## config.mk

```make
export PLATFORM = sky130hd
export DESIGN_NAME = image_tx_streamer
export DESIGN_NICKNAME = d
export VERILOG_FILES = /design/src/rtl/image_tx_streamer_pkg.sv /design/src/rtl/pixel_fifo.sv /design/src/rtl/image_tx_streamer.sv
export SDC_FILE = /design/constraint.sdc
export NUM_CORES = 1
export LEC_CHECK = 0
export ABC_CLOCK_PERIOD_IN_PS = 3800
export CAP_MARGIN = 25
export CELL_PAD_IN_SITES_DETAIL_PLACEMENT = 1
export CELL_PAD_IN_SITES_GLOBAL_PLACEMENT = 2
export CORE_ASPECT_RATIO = 0.9
export CORE_UTILIZATION = 45
export DETAILED_ROUTE_END_ITERATION = 16
export GPL_TIMING_DRIVEN = 0
export HOLD_SLACK_MARGIN = 0.1
export PLACE_DENSITY = 0.89
export SLEW_MARGIN = 20
export SYNTH_ARGS = -nofsm -noshare
export SYNTH_HDL_FRONTEND = slang
export SYNTH_SLANG_ARGS = --single-unit
```

## constraint.sdc

```tcl
create_clock -name clk -period 3.8 [get_ports clk]
set_input_delay 1.14 -clock clk [delete_from_list [all_inputs] [get_ports clk]]
set_output_delay 1.14 -clock clk [all_outputs]
set_load 0.005 [all_outputs]
```

## src/rtl/image_tx_streamer_pkg.sv

```systemverilog
// Shared types for the image transmit path: pixel layout, transmit geometry,
// channel ids and the streamer FSM states.
package image_tx_streamer_pkg;

    typedef logic [7:0] colorChannel_t;

    typedef struct packed {
        colorChannel_t red;
        colorChannel_t green;
        colorChannel_t blue;
    } pixel_t;

    // Output frame is the input image minus the border consumed by the cell window.
    localparam int txImageWidth  = 638;
    localparam int txImageHeight = 478;

    typedef enum logic [1:0] {
        RED   = 2'd0,
        GREEN = 2'd1,
        BLUE  = 2'd2
    } txChannel_t;

    typedef enum logic [1:0] {
        IDLE   = 2'd0,
        SEND_R = 2'd1,
        SEND_G = 2'd2,
        SEND_B = 2'd3
    } tx_state_t;

endpackage

```

## src/rtl/pixel_fifo.sv

```systemverilog
// Small power-of-two pixel buffer; exposes the head and the entry behind it so
// the streamer can load the next pixel in the same cycle it pops the current one.
module pixel_fifo
    import image_tx_streamer_pkg::*;
#(
    parameter int DEPTH = 4
) (
    input  logic        clk,
    input  logic        rst_n,
    input  logic        flush,
    input  logic        push,
    input  logic [23:0] wr_data,
    input  logic        pop,
    output logic [23:0] head,
    output logic [23:0] head_next,
    output logic        full,
    output logic        empty,
    output logic        more_than_one
);

    localparam int AW = (DEPTH > 1) ? $clog2(DEPTH) : 1;
    localparam int CW = AW + 1;

    pixel_t         mem_q [DEPTH];
    logic [AW-1:0]  wr_ptr_q, wr_ptr_d;
    logic [AW-1:0]  rd_ptr_q, rd_ptr_d;
    logic [AW-1:0]  rd_ptr_next;
    logic [CW-1:0]  count_q, count_d;
    logic           push_ok;
    logic           pop_ok;

    assign push_ok       = push && !full;
    assign pop_ok        = pop && !empty;
    assign rd_ptr_next   = rd_ptr_q + AW'(1);
    assign head          = mem_q[rd_ptr_q];
    assign head_next     = mem_q[rd_ptr_next];
    assign full          = (count_q == CW'(DEPTH));
    assign empty         = (count_q == '0);
    assign more_than_one = (count_q > CW'(1));

    // Flush wins over any push or pop arriving in the same cycle.
    always_comb begin
        wr_ptr_d = wr_ptr_q;
        rd_ptr_d = rd_ptr_q;
        count_d  = count_q;
        if (flush) begin
            wr_ptr_d = '0;
            rd_ptr_d = '0;
            count_d  = '0;
        end else begin
            if (push_ok) wr_ptr_d = wr_ptr_q + AW'(1);
            if (pop_ok)  rd_ptr_d = rd_ptr_next;
            case ({push_ok, pop_ok})
                2'b10:   count_d = count_q + CW'(1);
                2'b01:   count_d = count_q - CW'(1);
                default: count_d = count_q;
            endcase
        end
    end

    always_ff @(posedge clk or negedge rst_n) begin
        if (!rst_n) begin
            wr_ptr_q <= '0;
            rd_ptr_q <= '0;
            count_q  <= '0;
        end else begin
            wr_ptr_q <= wr_ptr_d;
            rd_ptr_q <= rd_ptr_d;
            count_q  <= count_d;
        end
    end

    always_ff @(posedge clk) begin
        if (push_ok && !flush) mem_q[wr_ptr_q] <= pixel_t'(wr_data);
    end

endmodule

```

## src/rtl/image_tx_streamer.sv

```systemverilog
// Serialises buffered pixels into red/green/blue byte beats with frame
// position markers for the transmit link.
module image_tx_streamer
    import image_tx_streamer_pkg::*;
#(
    parameter int TX_W       = txImageWidth,
    parameter int TX_H       = txImageHeight,
    parameter int FIFO_DEPTH = 4
) (
    input  logic        clk,
    input  logic        rst_n,
    input  logic        flush,
    input  logic        in_valid,
    input  logic [23:0] in_pixel,
    output logic        in_ready,
    output logic        out_valid,
    output logic [7:0]  out_data,
    output logic [1:0]  out_chan,
    output logic        out_sof,
    output logic        out_eol,
    output logic        out_eof,
    input  logic        out_ready,
    output logic        frame_done
);

    localparam int COL_W = (TX_W > 1) ? $clog2(TX_W) : 1;
    localparam int ROW_W = (TX_H > 1) ? $clog2(TX_H) : 1;
    localparam logic [COL_W-1:0] LAST_COL = COL_W'(TX_W - 1);
    localparam logic [ROW_W-1:0] LAST_ROW = ROW_W'(TX_H - 1);

    tx_state_t        state_q, state_d;
    logic [COL_W-1:0] col_q, col_d;
    logic [ROW_W-1:0] row_q, row_d;
    logic             alive_q;
    logic             out_valid_q, out_valid_d;
    colorChannel_t    out_data_q, out_data_d;
    txChannel_t       out_chan_q, out_chan_d;
    logic             out_sof_q, out_sof_d;
    logic             out_eol_q, out_eol_d;
    logic             out_eof_q, out_eof_d;
    logic             frame_done_q, frame_done_d;

    logic [23:0]      fifo_head;
    logic [23:0]      fifo_head_next;
    logic             fifo_full;
    logic             fifo_empty;
    logic             fifo_multi;
    logic             push;
    logic             pop;
    logic             out_xfer;
    pixel_t           head_px;

    assign in_ready   = alive_q && !fifo_full;
    assign push       = in_valid && in_ready;
    assign out_xfer   = out_valid_q && out_ready;
    assign pop        = out_xfer && (state_q == SEND_B) && !flush;

    assign out_valid  = out_valid_q;
    assign out_data   = out_data_q;
    assign out_chan   = out_chan_q;
    assign out_sof    = out_sof_q;
    assign out_eol    = out_eol_q;
    assign out_eof    = out_eof_q;
    assign frame_done = frame_done_q;

    pixel_fifo #(
        .DEPTH(FIFO_DEPTH)
    ) u_fifo (
        .clk          (clk),
        .rst_n        (rst_n),
        .flush        (flush),
        .push         (push),
        .wr_data      (in_pixel),
        .pop          (pop),
        .head         (fifo_head),
        .head_next    (fifo_head_next),
        .full         (fifo_full),
        .empty        (fifo_empty),
        .more_than_one(fifo_multi)
    );

    // Outputs are recomputed from the next state, so a stalled beat reproduces
    // itself exactly and a blue pop loads the following pixel without a bubble.
    always_comb begin
        state_d      = state_q;
        col_d        = col_q;
        row_d        = row_q;
        frame_done_d = 1'b0;
        head_px      = pixel_t'(fifo_head);
        if (flush) begin
            state_d = IDLE;
            col_d   = '0;
            row_d   = '0;
        end else begin
            case (state_q)
                IDLE:    if (!fifo_empty) state_d = SEND_R;
                SEND_R:  if (out_xfer) state_d = SEND_G;
                SEND_G:  if (out_xfer) state_d = SEND_B;
                SEND_B: begin
                    if (out_xfer) begin
                        state_d      = fifo_multi ? SEND_R : IDLE;
                        head_px      = pixel_t'(fifo_head_next);
                        frame_done_d = out_eof_q;
                        if (col_q == LAST_COL) begin
                            col_d = '0;
                            row_d = (row_q == LAST_ROW) ? '0 : row_q + ROW_W'(1);
                        end else begin
                            col_d = col_q + COL_W'(1);
                        end
                    end
                end
                default: state_d = IDLE;
            endcase
        end

        out_valid_d = 1'b0;
        out_data_d  = '0;
        out_chan_d  = RED;
        out_sof_d   = 1'b0;
        out_eol_d   = 1'b0;
        out_eof_d   = 1'b0;
        case (state_d)
            SEND_R: begin
                out_valid_d = 1'b1;
                out_data_d  = head_px.red;
                out_chan_d  = RED;
                out_sof_d   = (col_d == '0) && (row_d == '0);
            end
            SEND_G: begin
                out_valid_d = 1'b1;
                out_data_d  = head_px.green;
                out_chan_d  = GREEN;
            end
            SEND_B: begin
                out_valid_d = 1'b1;
                out_data_d  = head_px.blue;
                out_chan_d  = BLUE;
                out_eol_d   = (col_d == LAST_COL);
                out_eof_d   = (col_d == LAST_COL) && (row_d == LAST_ROW);
            end
            default: ;
        endcase
    end

    always_ff @(posedge clk or negedge rst_n) begin
        if (!rst_n) begin
            state_q      <= IDLE;
            col_q        <= '0;
            row_q        <= '0;
            alive_q      <= 1'b0;
            out_valid_q  <= 1'b0;
            out_data_q   <= '0;
            out_chan_q   <= RED;
            out_sof_q    <= 1'b0;
            out_eol_q    <= 1'b0;
            out_eof_q    <= 1'b0;
            frame_done_q <= 1'b0;
        end else begin
            state_q      <= state_d;
            col_q        <= col_d;
            row_q        <= row_d;
            alive_q      <= 1'b1;
            out_valid_q  <= out_valid_d;
            out_data_q   <= out_data_d;
            out_chan_q   <= out_chan_d;
            out_sof_q    <= out_sof_d;
            out_eol_q    <= out_eol_d;
            out_eof_q    <= out_eof_d;
            frame_done_q <= frame_done_d;
        end
    end

endmodule

```

==> impl_metrics.env <==
export IMPL_status="finished, final reports clean"
export IMPL_cts_buffer_depth=2
export IMPL_critPathRequiredTime_ns=4.15
export IMPL_layout_drive_gt1_share_pct=15.1
export IMPL_cts_root_buffer="clkbuf_16"
export IMPL_cp_max_fo=10
export IMPL_critical_path_arrival_ns=3.89
export IMPL_dieArea_um2=14400
export IMPL_grt_start_max_net_pins=31
export IMPL_synth_edff_count=96
export IMPL_setup_tns_final_ns=0
export IMPL_grt_pass1_wl_um=24500
export IMPL_ys_types=56
export IMPL_max_slew_margin_pct=29.4
export IMPL_start_util_pct=46.6
export IMPL_port_buffers=44
export IMPL_hold_buffers=0
export IMPL_clock_sinks=140
export IMPL_nets=538
export IMPL_synth_area_leaders="edfxtp_1 (46%), dfrtp_1 (18%), mux4_2 (11%), nor2_1 (2.4%), ha_1 (2.2%)"
export IMPL_timing_fmax_mhz=282
export IMPL_clkTransAtPathRegs_ns=0.06
export IMPL_crit_chain="clkdlybuf4s50_1 -> nand4_4 -> clkbuf_1 -> buf_1 -> o22ai_1 -> a21oi_1 -> a21oi_1 -> a2111o_1 -> a21oi_1"
export IMPL_grt_setup_unrepaired="false"
export IMPL_setup_viol=0
export IMPL_finalCritPeriodShare_pct=93.2
export IMPL_grt_pass1_vias=4478
export IMPL_cp_num_buf_inv=3
export IMPL_post_cts_resized=0
export IMPL_n_antenna_cell=0
export IMPL_cts_buffers_inserted=17
export IMPL_grt_usage_pct=23.4
export IMPL_cts_tree="done"
export IMPL_yosys_warnings=0
export IMPL_crit_type="input pin to register"
export IMPL_drv_cap=0
export IMPL_whs_ns=0.532
export IMPL_ys_ff_latch=140
export IMPL_layoutNonFillerInstCount=677
export IMPL_grt_overflow_total=0
export IMPL_dp_cells=647
export IMPL_ant_nets=0
export IMPL_yosysSeqAreaShare_pct=63.5
export IMPL_yosysMostFrequentCell="edfxtp_1"
export IMPL_critical_path_endpoint_type="register"
export IMPL_wl_um=15200
export IMPL_cpMostUsedCell="a21oi_1"
export IMPL_syn_num_nets=474
export IMPL_antenna_found_initial=0
export IMPL_skew_ns=0.00826
export IMPL_clock_latency_ns=0.43
export IMPL_synth_top_area_share_pct=46.0
export IMPL_start_kind="input pin"
export IMPL_io_pins=45
export IMPL_async_reset_ff_share_pct=31.4
export IMPL_drtIter0Drc=249
export IMPL_ir_worst_vdd_v=0.000390
export IMPL_min_period_ns=3.54
export IMPL_hold_path_class="register to register"
export IMPL_die_width_um=126
export IMPL_final_max_slew_viol_count=0
export IMPL_dieHeight_um=114
export IMPL_synth_area_per_cell_um2=14.4
export IMPL_synth_cells=434
export IMPL_vias=4015
export IMPL_worst_pin_slew_ns=1.05
export IMPL_cts_max_level=4
export IMPL_yosysTopAreaCell="edfxtp_1"
export IMPL_hold_violations=0
export IMPL_cp_slowest_cell="clkdlybuf4s50_1"
export IMPL_place_gp_congestion=0.826
export IMPL_leakagePower_nw=2.63
export IMPL_postCtsSetupRepairBufs=0
export IMPL_synthesis_area_um2=6270
export IMPL_core_um2=13500
export IMPL_synth_commonest_cells="edfxtp_1 (96), dfrtp_1 (44), nor2_1 (40), mux4_2 (30), a21oi_1 (19)"
export IMPL_dp_hpwl_um=10100
export IMPL_cp_slowest_stage_delay_ns=0.55
export IMPL_crit_family="buffers and inverters"
export IMPL_drt_first_pass_iters=4
export IMPL_syn2layout_area_growth_pct=19.8
export IMPL_power_density_nw_per_um2=480
export IMPL_rows=40
export IMPL_wl_per_cell_um=22.5
export IMPL_synthFlopType="edfxtp_1"
export IMPL_drc=0
export IMPL_via_per_inst=5.93
power by group:
part	total, W	internal (W)	switching [W]
sequential	0.00171	0.00168	0.0000304
clock	0.00162	0.000966	0.000654
combinational	0.000279	0.000132	0.000147
total	0.00361	0.00277	0.000832
registers in the layout (all words and copies together), names as in the netlist, 3 cells and up:
name,count
row_q,9
col_q,10
out_data,8
u_fifo.mem_q,96
u_fifo.count_q,3
per-layer routing:
layer | track usage [%] | share of wire (%) | wire (µm) | vias up
met4 | 10.9 | 2.2 | 333 | 0
met1 | 27.8 | 42 | 6360 | 2070
met2 | 40.8 | 52 | 7980 | 101
met5 | 0 | 0 | 0 | -
met3 | 5.07 | 3.7 | 560 | 26
li1 | - | - | - | 1818
cell families (layout without fill, tap and decap cells):
group           count (synthesis)  in the layout  synth area share (%)
simple gates                  122            122                  10.4
flops                         140            140                  63.5
fa+ha+maj                      11             11                  2.19
xor+xnor                       15             15                  2.09
compound gates                 74             74                  8.16
buf+inv                        39            114                  2.45
mux                            32             32                  11.1
other cells                     1              1                0.0598
stage by stage:
stage / setup slack (ns) / util (%) / cell area, µm² / total power [W]
after floorplan: 0.883 / - / 6270 / 0.00186
after global placement: -0.116 / 51.4 / 6920 / 0.00200
after detailed placement: -0.166 / 51.6 / 6940 / 0.00201
after CTS: 0.249 / 55.8 / 7510 / 0.00363
after global routing: 0.0757 / 55.8 / 7510 / 0.00370
final: 0.257 / 55.8 / 7510 / 0.00361
final cells by class:
cell class                      instances  area, µm²
Multi-Input combinational cell        255       2140
Tap cell                              168        210
Sequential cell                       140       3980
Buffer                                 21       86.3
Inverter                               18       67.6
Clock buffer                           18        429
Clock inverter                         12        139
Fill cell                            1294       5950
Timing Repair Buffer                   45        455
layout by cell type, fill, tap and decap left out, drive strengths merged, types with 2 or more instances in the layout:
master	instances
xor2	4
edfxtp	96
inv	22
nor4	8
or3	4
nand3	7
mux2i	2
bufinv	2
or4	4
or2	2
nand2	17
dfrtp	44
and2	6
buf	11
o31ai	3
nand4	10
mux4	30
a21oi	20
clkinv	6
and3	2
a2bb2oi	7
a211oi	10
nand3b	3
ha	11
nor3	9
o22ai	9
nor2	40
a21o	2
a31oi	2
clkdlybuf4s50	43
xnor2	11
clkbuf	30
o21ai	7
nand2b	3
path summary, 6_finish.rpt:
path                            from          end  slack [ns]  depth (start not counted)
hold reg to reg              out_eof   frame_done        0.53                          1
hold / removal               out_eof   frame_done        0.53                          1
max in group asynchronous      rst_n    out_valid        2.65                          2
min in group asynchronous      rst_n     col_q[9]        0.64                          1
setup / recovery           out_ready  out_data[6]        0.26                          9
setup reg to reg            col_q[0]      out_sof        0.79                          7
(Power assumes the default switching activity.)
